==> src/rtl/hazard_pkg.sv <==
// hazard_pkg: shared constants, counter-width helper and forwarding-mode enum
// for the decode-stage hazard scoreboard.
//   - *_DEF localparams : default parameter values for hazard_scoreboard
//   - fwd_mode_e        : full-latency stalls vs. load-use-only stalls
//   - cnt_width()       : bits needed to hold max(WB_LAT, LOAD_USE_DIST)
package hazard_pkg;

    localparam int REG_ADDR_W_DEF    = 4;
    localparam int WB_LAT_DEF        = 2;
    localparam int LOAD_USE_DIST_DEF = 1;
    localparam int FWD_EN_DEF        = 0;
    localparam int STAT_W_DEF        = 32;

    typedef enum logic {
        MODE_STALL_ALL = 1'b0,
        MODE_LOAD_USE  = 1'b1
    } fwd_mode_e;

    // Width of one countdown entry; never less than one bit so a degenerate
    // configuration still elaborates.
    function automatic int cnt_width(input int wb_lat, input int load_use_dist);
        int m;
        m = (wb_lat > load_use_dist) ? wb_lat : load_use_dist;
        return (m + 1 <= 2) ? 1 : $clog2(m + 1);
    endfunction

endpackage

==> src/rtl/hazard_scoreboard_sb_counter.sv <==
// sb_counter: one per-register countdown entry.
//   clk, rst_n   : clock, async active-low reset (clears the entry)
//   load/load_val       : new pending-write distance from an accepted issue
//   restore/restore_val : undo of a squashed issue (highest priority)
//   cnt          : cycles until the register's value is readable
// Priority: restore, then load, then the free-running decrement to zero.
module sb_counter #(
    parameter int W = 2
) (
    input  logic         clk,
    input  logic         rst_n,
    input  logic         load,
    input  logic [W-1:0] load_val,
    input  logic         restore,
    input  logic [W-1:0] restore_val,
    output logic [W-1:0] cnt
);

    always_ff @(posedge clk or negedge rst_n) begin
        if (!rst_n)
            cnt <= '0;
        else if (restore)
            cnt <= restore_val;
        else if (load)
            cnt <= load_val;
        else if (cnt != '0)
            cnt <= cnt - 1'b1;
    end

endmodule

==> src/rtl/hazard_scoreboard.sv <==
// hazard_scoreboard: per-register countdown scoreboard between decode and ID/EX.
//   clk, rst_n           : clock, async active-low reset
//   issue_valid          : decoded instruction present
//   src1, src2, two_src  : source operands (src2 only when two_src)
//   dst, wb_en, mem_read : destination, writes-dst flag, load flag
//   flush                : squash decode and the instruction issued last cycle
//   hazard               : stall decode (combinational)
//   issue_fire           : instruction accepted into ID/EX this cycle
//   busy_any             : some register still has a pending write
//   stall_count          : saturating count of hazard cycles
module hazard_scoreboard
    import hazard_pkg::*;
#(
    parameter int REG_ADDR_W    = REG_ADDR_W_DEF,
    parameter int WB_LAT        = WB_LAT_DEF,
    parameter int LOAD_USE_DIST = LOAD_USE_DIST_DEF,
    parameter int FWD_EN        = FWD_EN_DEF,
    parameter int STAT_W        = STAT_W_DEF
) (
    input  logic                  clk,
    input  logic                  rst_n,
    input  logic                  issue_valid,
    input  logic [REG_ADDR_W-1:0] src1,
    input  logic [REG_ADDR_W-1:0] src2,
    input  logic                  two_src,
    input  logic [REG_ADDR_W-1:0] dst,
    input  logic                  wb_en,
    input  logic                  mem_read,
    input  logic                  flush,
    output logic                  hazard,
    output logic                  issue_fire,
    output logic                  busy_any,
    output logic [STAT_W-1:0]     stall_count
);

    localparam int        NUM_REGS = 2 ** REG_ADDR_W;
    localparam int        CNT_W    = cnt_width(WB_LAT, LOAD_USE_DIST);
    localparam fwd_mode_e MODE     = (FWD_EN != 0) ? MODE_LOAD_USE : MODE_STALL_ALL;
    localparam logic [CNT_W-1:0] WB_VAL = CNT_W'(WB_LAT);
    localparam logic [CNT_W-1:0] LU_VAL = CNT_W'(LOAD_USE_DIST);

    logic [NUM_REGS-1:0][CNT_W-1:0] cnt;
    logic [NUM_REGS-1:0]            busy_vec;

    logic                  wr_go;
    logic [CNT_W-1:0]      cur, cur_m1, newval, load_val;
    logic                  restore_go;
    logic [CNT_W-1:0]      restore_val;

    logic                  last_valid;
    logic [REG_ADDR_W-1:0] last_dst;
    logic [CNT_W-1:0]      last_prev;

    // Sources are compared against the counters before this cycle's write,
    // so an instruction reading its own destination never self-stalls.
    assign hazard     = issue_valid & ~flush &
                        (busy_vec[src1] | (two_src & busy_vec[src2]));
    assign issue_fire = issue_valid & ~flush & ~hazard;
    assign wr_go      = issue_fire & wb_en;
    assign busy_any   = |busy_vec;

    // The older pending write keeps its remaining distance if it is longer.
    assign cur      = cnt[dst];
    assign cur_m1   = (cur == '0) ? '0 : cur - 1'b1;
    assign newval   = (MODE == MODE_LOAD_USE) ? (mem_read ? LU_VAL : '0) : WB_VAL;
    assign load_val = (newval > cur_m1) ? newval : cur_m1;

    // last_prev was sampled one edge before the squashed issue landed; two
    // decrements have elapsed by the time the restore lands.
    assign restore_go  = flush & last_valid;
    assign restore_val = (last_prev > CNT_W'(1)) ? last_prev - CNT_W'(2) : '0;

    for (genvar g = 0; g < NUM_REGS; g++) begin : g_ent
        assign busy_vec[g] = (cnt[g] != '0);

        sb_counter #(.W(CNT_W)) u_cnt (
            .clk         (clk),
            .rst_n       (rst_n),
            .load        (wr_go && (dst == REG_ADDR_W'(g))),
            .load_val    (load_val),
            .restore     (restore_go && (last_dst == REG_ADDR_W'(g))),
            .restore_val (restore_val),
            .cnt         (cnt[g])
        );
    end

    always_ff @(posedge clk or negedge rst_n) begin
        if (!rst_n) begin
            last_valid  <= 1'b0;
            last_dst    <= '0;
            last_prev   <= '0;
            stall_count <= '0;
        end else begin
            last_valid <= wr_go;
            if (wr_go) begin
                last_dst  <= dst;
                last_prev <= cur;
            end
            if (hazard && (stall_count != '1))
                stall_count <= stall_count + 1'b1;
        end
    end

endmodule

==> config.mk <==
export PLATFORM = sky130hd
export DESIGN_NAME = hazard_scoreboard
export DESIGN_NICKNAME = d
export VERILOG_FILES = /design/src/rtl/hazard_pkg.sv /design/src/rtl/hazard_scoreboard_sb_counter.sv /design/src/rtl/hazard_scoreboard.sv
export SDC_FILE = /design/constraint.sdc
export NUM_CORES = 1
export LEC_CHECK = 0
export CAP_MARGIN = 25
export CORE_MARGIN = 2
export CORE_UTILIZATION = 55
export CTS_BUF_LIST = sky130_fd_sc_hd__clkbuf_4
export CTS_CLUSTER_SIZE = 25
export DETAILED_ROUTE_END_ITERATION = 12
export PLACE_DENSITY = 0.8
export SLEW_MARGIN = 40
export SYNTH_ARGS = -nofsm -noshare
export SYNTH_HDL_FRONTEND = slang
export SYNTH_HIERARCHICAL = 1
export SYNTH_SLANG_ARGS = --single-unit
==> constraint.sdc <==
create_clock -name clk -period 2.98 [get_ports clk]
set_input_delay 0.298 -clock clk [delete_from_list [all_inputs] [get_ports clk]]
set_output_delay 0.298 -clock clk [all_outputs]
set_load 0.05 [all_outputs]
---- Word level (Yosys, flattened, before mapping) ----
Index checks and enable logic that the tools add are counted.
storage, ports and cells
  register bits ........................... 71
  bits of input ports ..................... 19
  output and inout port bits .............. 35
  logic and storage cells ................. 210
cells by class
  add/sub/neg operators ................... 19
  $lt $le $gt $ge ......................... 5
  eq/ne operators ......................... 31
  mux-type cells .......................... 57
  bitwise gates (word level) .............. 9
  reduce and logical (&&, ||, !) cells .... 69
operators by type and width
  cell                                                                  number
  2-bit two-way mux                                                     52
  4-bit == test, second input constant                                  16
  3-bit nonzero test                                                    16
  2-bit by 1-bit subtractor with 2-bit output, second input constant    17
  1-bit logical AND                                                     33
  32-bit by 1-bit adder with 32-bit output, second input constant       1
  4-bit by 3-bit == test with 1-bit output, second input constant       8
  32-bit != test, second input constant                                 1
  2-bit nonzero test                                                    16
  4-bit by 2-bit == test with 1-bit output, second input constant       4
  16-bit OR reduction                                                   1
  4-bit by 5-bit < comparator with 1-bit output, second input constant  3
  1-bit binary-select mux with 4-bit select                             2
  2-bit binary-select mux with 4-bit select                             1
  4-bit by 1-bit == test with 1-bit output, second input constant       2
  4-bit zero test                                                       2
  1-bit AND                                                             6
  2-bit by 1-bit > comparator with 1-bit output, second input constant  1
  2-bit > comparator, first input constant                              1
  2-bit zero test                                                       1
  1-bit two-way mux                                                     2
  1-bit NOT                                                             2
  2-bit subtractor, second input constant                               1
  1-bit bitwise OR                                                      1

---- Logic depth before layout (Yosys ltp) ----
Gate-level depths: netlist of run 1.
  word-level depth ........................ 12
  mapped depth ............................ 12

---- Hierarchy ----
Netlist of run 1, hierarchy kept.
by module, submodules not included
  module             instances  cells each  area each (um2)  sequential area each (um2)
  hazard_scoreboard  1          296         2775.2           975.9
  sb_counter         16         14          127.6            50.0

---- Worst setup path after synthesis of run 1 ----
Ideal clock, no wire load.
  path kind ............................... reg2reg
  from .................................... register g_ent[12].u_cnt.cnt[0]
  to ...................................... register g_ent[0].u_cnt.cnt[0]
  library setup time ...................... 0.125 ns
  arrival ................................. 2.472 ns
  data required time ...................... 2.855 ns
  path slack .............................. 0.383 ns
  cell stages (with the launch flop) ...... 11
  cells stage by stage .................... dfrtp_1 > nor3_1 > a21oi_1 > a2111oi_0 > nor4_2 > nor2_1 > nand3_1 > buf_2 > nor4_1 > o21ai_1 > mux2_2
on the way
  cells in the longest elaborated chain, start to end .. 12
ends and longest elaborated chain
  element                                                                               RTL line                            source
  start, declared                                                                       hazard_scoreboard_sb_counter.sv:16  output logic [W-1:0] cnt
  start signal, assigned                                                                hazard_scoreboard_sb_counter.sv:23  cnt <= restore_val;
  start signal, assigned                                                                hazard_scoreboard_sb_counter.sv:25  cnt <= load_val;
  start signal, assigned                                                                hazard_scoreboard_sb_counter.sv:27  cnt <= cnt - 1'b1;
  branches (longest 12 deep; another with 2-bit by 1-bit subtractor with 2-bit output)  -
  end signal, assigned                                                                  hazard_scoreboard_sb_counter.sv:23
  end signal, assigned                                                                  hazard_scoreboard_sb_counter.sv:25
  end signal, assigned                                                                  hazard_scoreboard_sb_counter.sv:27
  end, declared                                                                         hazard_scoreboard_sb_counter.sv:16
Parallel ways; which one is timed is not known. The select of a mux whose other input is x is not followed.
A chain may end at the register's enable or synchronous reset.

---- Worst setup path after layout of run 1 ----
  from .................................... register g_ent[6].u_cnt.cnt[0]
  to ...................................... output port hazard
on the way
  cells in the longest elaborated chain, start to end .. 6
ends and longest elaborated chain
  element                                    RTL line                            source
  start, declared                            hazard_scoreboard_sb_counter.sv:16
  start signal, assigned                     hazard_scoreboard_sb_counter.sv:23
  start signal, assigned                     hazard_scoreboard_sb_counter.sv:25
  start signal, assigned                     hazard_scoreboard_sb_counter.sv:27
  2-bit nonzero test (*)                     hazard_scoreboard.sv:74             assign busy_vec[g] = (cnt[g] != '0);
  1-bit binary-select mux with 4-bit select  hazard_scoreboard.sv:57             (busy_vec[src1] | (two_src & busy_vec[src2]));
  1-bit two-way mux (implied by the code)    hazard_scoreboard.sv:57
  1-bit AND                                  hazard_scoreboard.sv:57
  1-bit bitwise OR (*)                       hazard_scoreboard.sv:57
  1-bit AND (*)                              hazard_scoreboard.sv:56             assign hazard = issue_valid & ~flush &
  end, declared                              hazard_scoreboard.sv:30             output logic hazard,
Every way passes the cells marked *; elsewhere a longest branch is shown, timed or not. The select of a mux whose other input is x is not followed.

==> results.md, run 1 <==
- P_leak: 2.62 nW
- First-pass DRT Iterations: 5
- GPL Wtd Cong: 0.869
- Critical Path Source: g_ent[6].u_cnt/cnt[0]$_DFFE_PN0P_
- Synth Flop Type: dfrtp_1
- Fin util: a little over two thirds
- Crit path time final: ~2800 ps
- Crit path DAT: between 2000 and 3000 ps
- Drt wl/cell: between 15 and 20 um
- Seq/Total Area, Yosys: 36.9%
- Flops & latches, synth: 71
- Longest Clk Path Bufs: 2
- Largest family of logic cells by synthesized area: simple AND/OR/NAND/NOR gates
- Total Wirelength: roughly 13 mm
- Root Buffer: clkbuf_4
- Met1 Resource Use GR: 36.4%
- Worst-margin pin slew: 768 ps
- Post-synthesis cell area: about 4800 sq um
- Non-Filler Instances: around 760
- Worst Setup Start Kind: flop
- Met3 Track Usage GR: 4.53%
- Ys Warns: 6
- Crit. End Element: output pin
- Fin Clk Skew: around 16 ps
- Max stage delay cell, worst path: mux4_2
- Initial Utilization: 56.1%
- Max cap viols: 0
- DP Worst Slack: -155 ps
- Die area: around 9500 sq um
- Vias in the first global route: around 4500
- Hold Crit Class: in2async
- Layout area overhead: 25.4%
- Share of cells above drive strength 1: 16.2%
- CP cell instances: nor2_1, mux4_2, and3_1, nor4_4, o21ai_4, inv_1, buf_12, buf_4
- Post-route ant nets: 0
- Compound-Gate Fraction of Synth Area: a little under a tenth
- GRT Total Usage: 28.4%
- Max_slew headroom: just under 50%
- Row count: 34
- Die Y: 97.6 um
- Latest clock arrival within the worst-skew pair: between 400 and 500 ps
- FF-to-FF setup slack: 180 ps
- Top Usage Layer GRT: met2
- FF-to-FF End: stall_count[16]$_DFFE_PN0P_
- Fmax: about 350 MHz
- Req. time, crit path: about 2700 ps
- CTS buffer count: 9
- Nets@finish: 679
- Fillers: 660
- Final instance area: between 6000 and 7000 sq um
- Total power: 0.00480 W
- Synthesized-area fraction occupied by adder cells: about 4.4%
- Met2 usage: between 40% and 50%
- RSZ-0062 raised after global routing: no
- DP Wirelength: approximately 9.4 mm
- Placed cell area: slightly below 6000 sq um
- Async S/R FF share, synth: 100%
- Placed cells: about 740
- XOR/XNOR Fraction of Synth Area: ~8%
- Residual DRC: 0
- Cell variety after synth: 44
- Worst-path clk slew: 140 ps
- Final Cycle Share: 95.3%
- Post-synth EDFFs: 0
- Status: complete, no violations
- Core footprint: roughly 8600 sq um
- PD cells: slightly below 800 nW/um^2
- IO Count: 54
- Worst-path fanout max: 16
- CTS Sinks: between 70 and 80
- Die width: between 90 and 100 um
- IO buf count: 52
- Via count: 4480
- Ant. Diodes: 0
- Initial antenna violation count: 0
- First-pass GRT wire length: around 22 mm
- Max incr delay on CP: approximately 450 ps
- Syn Area/Cell: around 9.3 sq um
- Final Hold Vio Count: 0
- R2R cell count: 9
- Largest net degree at the start of global routing: 40
- Starting DRT DRC Count: approximately 250
- Htree depth: 3
- Final setup vio count: 0
- Mux cell area share after synthesis: roughly an eighth
- Post-Synth Simple-Gate Area: around a quarter
- Final setup margin: approximately 140 ps
- Reg2reg start: g_ent[6].u_cnt/cnt[0]$_DFFE_PN0P_
- Vias per cell: slightly below 6
- Cells after Synth: 520
- Total grt overflow: 0
- Critical path class: reg2out
- CTS tree: built
- Peak VDD IR: ~0.00052 V
- Slew Viols, Final: 0
synthesized netlist by cell type (2+ instances only):
| library cell | instances | area, sq um |
|---|---|---|
| a211oi_1 | 18 | 135 |
| a21oi_1 | 4 | 20.0 |
| a31oi_1 | 2 | 12.5 |
| a41oi_1 | 2 | 17.5 |
| and2_1 | 4 | 25.0 |
| and3_1 | 9 | 56.3 |
| and4_1 | 6 | 52.6 |
| buf_2 | 2 | 10.0 |
| clkbuf_1 | 9 | 33.8 |
| conb_1 | 2 | 7.51 |
| dfrtp_1 | 71 | 1780 |
| ha_1 | 17 | 213 |
| inv_1 | 38 | 143 |
| mux2_2 | 24 | 270 |
| mux4_2 | 14 | 315 |
| nand2_1 | 56 | 210 |
| nand2b_1 | 8 | 50.1 |
| nand3_1 | 12 | 60.1 |
| nand4_1 | 13 | 81.3 |
| nor2_1 | 51 | 191 |
| nor2b_1 | 17 | 106 |
| nor3_1 | 27 | 135 |
| nor3b_1 | 2 | 15.0 |
| nor4_1 | 10 | 62.6 |
| nor4_2 | 6 | 75.1 |
| nor4b_1 | 3 | 26.3 |
| o21ai_0 | 2 | 10.0 |
| o21ai_1 | 16 | 80.1 |
| o31ai_1 | 16 | 120 |
| or3_1 | 2 | 12.5 |
| xnor2_1 | 12 | 105 |
| xor2_1 | 33 | 289 |
state kept, by name, summed over array words and instances, names as in the netlist:
| signal | count |
|---|---|
| stall_count | 32 |
| g_ent.u_cnt/cnt | 32 |
| last_valid | 1 |
| last_dst | 4 |
| last_prev | 2 |
critical path: cells and delay by family, from the launching register on:
family	cells	cell delay [ps]
AND/OR/NAND/NOR	3	630
multiplexers	1	450
AO/OA/AOI/OAI	1	110
flip-flops	1	440
buffers and inverters	3	460
layout by cell type, fill, tap and decap left out, types with 6 or more instances in the layout:
cell,instances
a211oi_1,18
and3_1,9
and4_1,6
buf_4,27
clkbuf_4,9
clkdlybuf4s50_1,49
conb_1,48
dfrtp_1,69
ha_1,17
inv_1,38
mux2_2,24
mux4_2,14
nand2_1,56
nand2b_1,8
nand3_1,12
nand4_1,13
nor2_1,47
nor2b_1,17
nor3_1,23
nor4_1,9
nor4_2,6
o21ai_1,16
o31ai_1,16
xnor2_1,12
xor2_1,33
kinds of logic after synthesis:
logic type,after synthesis
flip-flops,71
multiplexers,38
other,2
AND/OR/NAND/NOR,228
AO/OA/AOI/OAI,66
buffers and inverters,53
XOR/XNOR,45
adder cells (fa/ha/maj),17
timing repair:
action / 4_1_cts / 5_1_grt
gates resized for setup: 5 / 12
endpoints found under the setup margin: 1 / 28
pin swaps: 1 / 0
hold buffers: 1 / 0
hold endpoints to repair: 32 / 0
buffers inserted: 1 / 1
per-stage QoR:
| stage | hold WS, ps | setup TNS (ps) |
|---|---|---|
| 6_report | 324 | 0 |
| 3_3_place_gp | 417 | -5.40 |
| 5_1_grt | 372 | 0 |
| 4_1_cts | 486 | 0 |
| 3_5_place_dp | 425 | -2200 |
| 2_1_floorplan | 2.41 | 0 |
layout make-up:
| cell class | count | area (sq um) | area share (%) |
|---|---|---|---|
| clock inverters | 7 | 71.3 | 1.18 |
| inverters | 39 | 146 | 2.42 |
| clock buffers | 9 | 67.6 | 1.12 |
| multi-input cells | 442 | 3080 | 50.9 |
| flip-flops and latches | 71 | 1780 | 29.5 |
| well taps | 108 | 135 | 2.24 |
| repair buffers | 80 | 763 | 12.6 |
layer usage:
metal | part of all wire (%) | routed length, um
met1 | 40 | 5200
met2 | 50 | 6450
met3 | 6.8 | 881
met4 | 3.8 | 492
met5 | 0 | 0
where the power goes:
part           internal, W  leakage [nW]  switching (W)  total [W]
clock network     0.000257        0.0704       0.000392   0.000649
logic              0.00118          1.66        0.00124    0.00242
registers          0.00129         0.892       0.000444    0.00174
total              0.00273          2.62        0.00208    0.00480
worst max-delay path by stage:
| stage | endpoint | slack [ps] | cells past startpoint |
|---|---|---|---|
| after global placement | g_ent[10].u_cnt/cnt[0]$_DFFE_PN0P_ | -5 | 12 |
| after detailed placement | g_ent[2].u_cnt/cnt[0]$_DFFE_PN0P_ | -150 | 11 |
| final | hazard | 140 | 8 |
| after CTS | hazard | 110 | 8 |
| after floorplan | g_ent[0].u_cnt/cnt[0]$_DFFE_PN0P_ | 380 | 10 |
| after global routing | hazard | 0.9 | 8 |
Note: power is estimated with default switching activity, not from simulation.
==> run 2: changes to the inputs <==
SETUP_SLACK_MARGIN = 0.15   (was unset)
==> run 2 against run 1 <==
Against the previous run: final area rose by 4.5%; count of clock-buffer cells in the layout stayed put; routed wire length grew 6.3%; non-clock buffer count is 14 higher; die area unchanged; critical endpoint unchanged.
==> results.md, run 2 (same netlist as run 1, synthesis figures left out) <==
- Status: complete, no violations
- Via count: approximately 4600
- Met3 WL: around 1.1 mm
- Crit path DAT: around 2500 ps
- Drt wl/cell: 18.0 um
- DP Wirelength: 9.42 mm
- DP Worst Slack: -155 ps
- P_leak: approximately 2.8 nW
- Total Wirelength: around 14 mm
- Total grt overflow: 0
- First-pass GRT wire length: 21.9 mm
- First-pass DRT Iterations: 6
- Initial antenna violation count: 0
- Worst-path clk slew: approximately 140 ps
- Critical Path Source: g_ent[0].u_cnt/cnt[1]$_DFFE_PN0P_
- Ant. Diodes: 0
- Routed met2 length: a little under 7 mm
- Peak VDD IR: between 0.0005 and 0.0006 V
- Leading cell types in the layout, fill and taps excluded: dfrtp_1, nand2_1, conb_1, nor2_1, clkdlybuf4s50_1
- IO buf count: 52
- Most common cell after layout, fill and taps aside: dfrtp_1
- Final Hold Slack: around 330 ps
- Root Buffer: clkbuf_4
- Share of cells above drive strength 1: between 20% and 30%
- Fin Clk Skew: 18.8 ps
- Starting DRT DRC Count: ~350
- IO Count: 54
- Final Hold Vio Count: 0
- CTS Sinks: 71
- Worst-path fanout max: 16
- Biggest registers after layout: g_ent.u_cnt/cnt x32, stall_count x32, last_dst x4
- Vias per cell: between 5 and 6
- Final setup margin: between 150 and 200 ps
- Longest Clk Path Bufs: 2
- Max_slew headroom: between 40% and 50%
- Worst-margin pin slew: between 800 and 900 ps
- Die Y: about 100 um
- Reg2reg start: g_ent[0].u_cnt/cnt[1]$_DFFE_PN0P_
- Residual DRC: 0
- Nets@finish: a little under 700
- Post-route ant nets: 0
- Vias in the first global route: 4578
- Worst Setup Start Kind: flop
- GPL Wtd Cong: approximately 0.87
- Htree depth: 3
- Row count: 34
- Total negative slack: 0 ps
- CTS buffer count: 9
- Crit. End Element: output pin
- Placed cell area: 5790 sq um
- Latest clock arrival within the worst-skew pair: between 400 and 500 ps
- Req. time, crit path: about 2700 ps
- Final Cycle Share: 93.5%
- Die area: around 9500 sq um
- Max cap viols: 0
- CTS tree: built
- Die width: 97.6 um
- Initial Utilization: a little under three fifths
- Hold Crit Class: in2async
- RSZ-0062 raised after global routing: yes
- Final setup vio count: 0
- Fillers: ~610
- GRT Total Usage: roughly 29%
- M1 WL: 5.31 mm
- Fin util: about three quarters
- Layout area overhead: 31.0%
- Crit path time final: between 2000 and 3000 ps
- PD cells: roughly 790 nW/um^2
- Critical path class: reg2out
- Final instance area: 6310 sq um
- Core footprint: 8590 sq um
- Top sig layer: met4
- Fmax: between 300 and 400 MHz
- Largest net degree at the start of global routing: 40
- Slew Viols, Final: 0
-- run 2: cell count changes in the layout (fill, tap and decap cells not counted), moves of 4 or more --
| cell | before | now |
|---|---|---|
| dfrtp_2 | 2 | 7 |
| dfrtp_1 | 69 | 64 |
| nor3_1 | 23 | 16 |
| buf_4 | 27 | 38 |
| nor3_2 | 4 | 8 |
-- run 2: critical path, cell delays in order (launching register included) --
cell	delay, ps
dfrtp_1	440
nor2_1	310
mux4_2	290
nor2_1	50
o311a_4	400
o21ai_4	200
inv_2	60
buf_12	150
buf_8	150
-- run 2: power by group --
group / internal, W / total (W) / switching [W]
registers: 0.00130 / 0.00173 / 0.000428
clock network: 0.000257 / 0.000651 / 0.000394
logic: 0.00127 / 0.00259 / 0.00133
total: 0.00282 / 0.00497 / 0.00215
-- run 2: repair_timing --
item	in CTS	in global routing
cloned	0	2
hold buffers	1	0
endpoints found under the hold margin	32	0
gates resized for setup	7	39
endpoints found under the setup margin	8	35
pin swaps	1	8
setup buffers	3	11
-- run 2: routing by layer --
metal  track usage [%]  vias up
li1                  -     2093
met1              36.6     2203
met2              46.8      249
met3              4.53       73
met4              14.6        0
met5                 0        -
-- run 2: final cells by class --
cell class	instances	area [sq um]	area share, %
multi-input cells	442	3190	50.5
inverters	39	146	2.32
clock inverters	7	71.3	1.13
clock buffers	9	67.6	1.07
flip-flops and latches	71	1790	28.3
well taps	108	135	2.14
repair buffers	94	915	14.5
-- run 2: path summary, 6_finish.rpt --
path                                                 endpoint  slack (ps)  cells after the start
hold / removal              g_ent[4].u_cnt/cnt[1]$_DFFE_PN0P_         330                      2
max in group asynchronous         stall_count[14]$_DFFE_PN0P_        2060                      3
setup / recovery                                       hazard         190                      8
setup reg to reg           g_ent[10].u_cnt/cnt[0]$_DFFE_PN0P_         220                     12
hold reg to reg                   stall_count[20]$_DFFE_PN0P_         510                      1
min in group clk                  stall_count[20]$_DFFE_PN0P_         510                      1
-- run 2: stage by stage --
step / total power (W) / cells
final: 0.00497 / 770
after global routing: 0.00529 / 770
after CTS: 0.00475 / 757
after detailed placement: 0.00405 / 737
after global placement: 0.00388 / 737
after floorplan: 0.00339 / 566
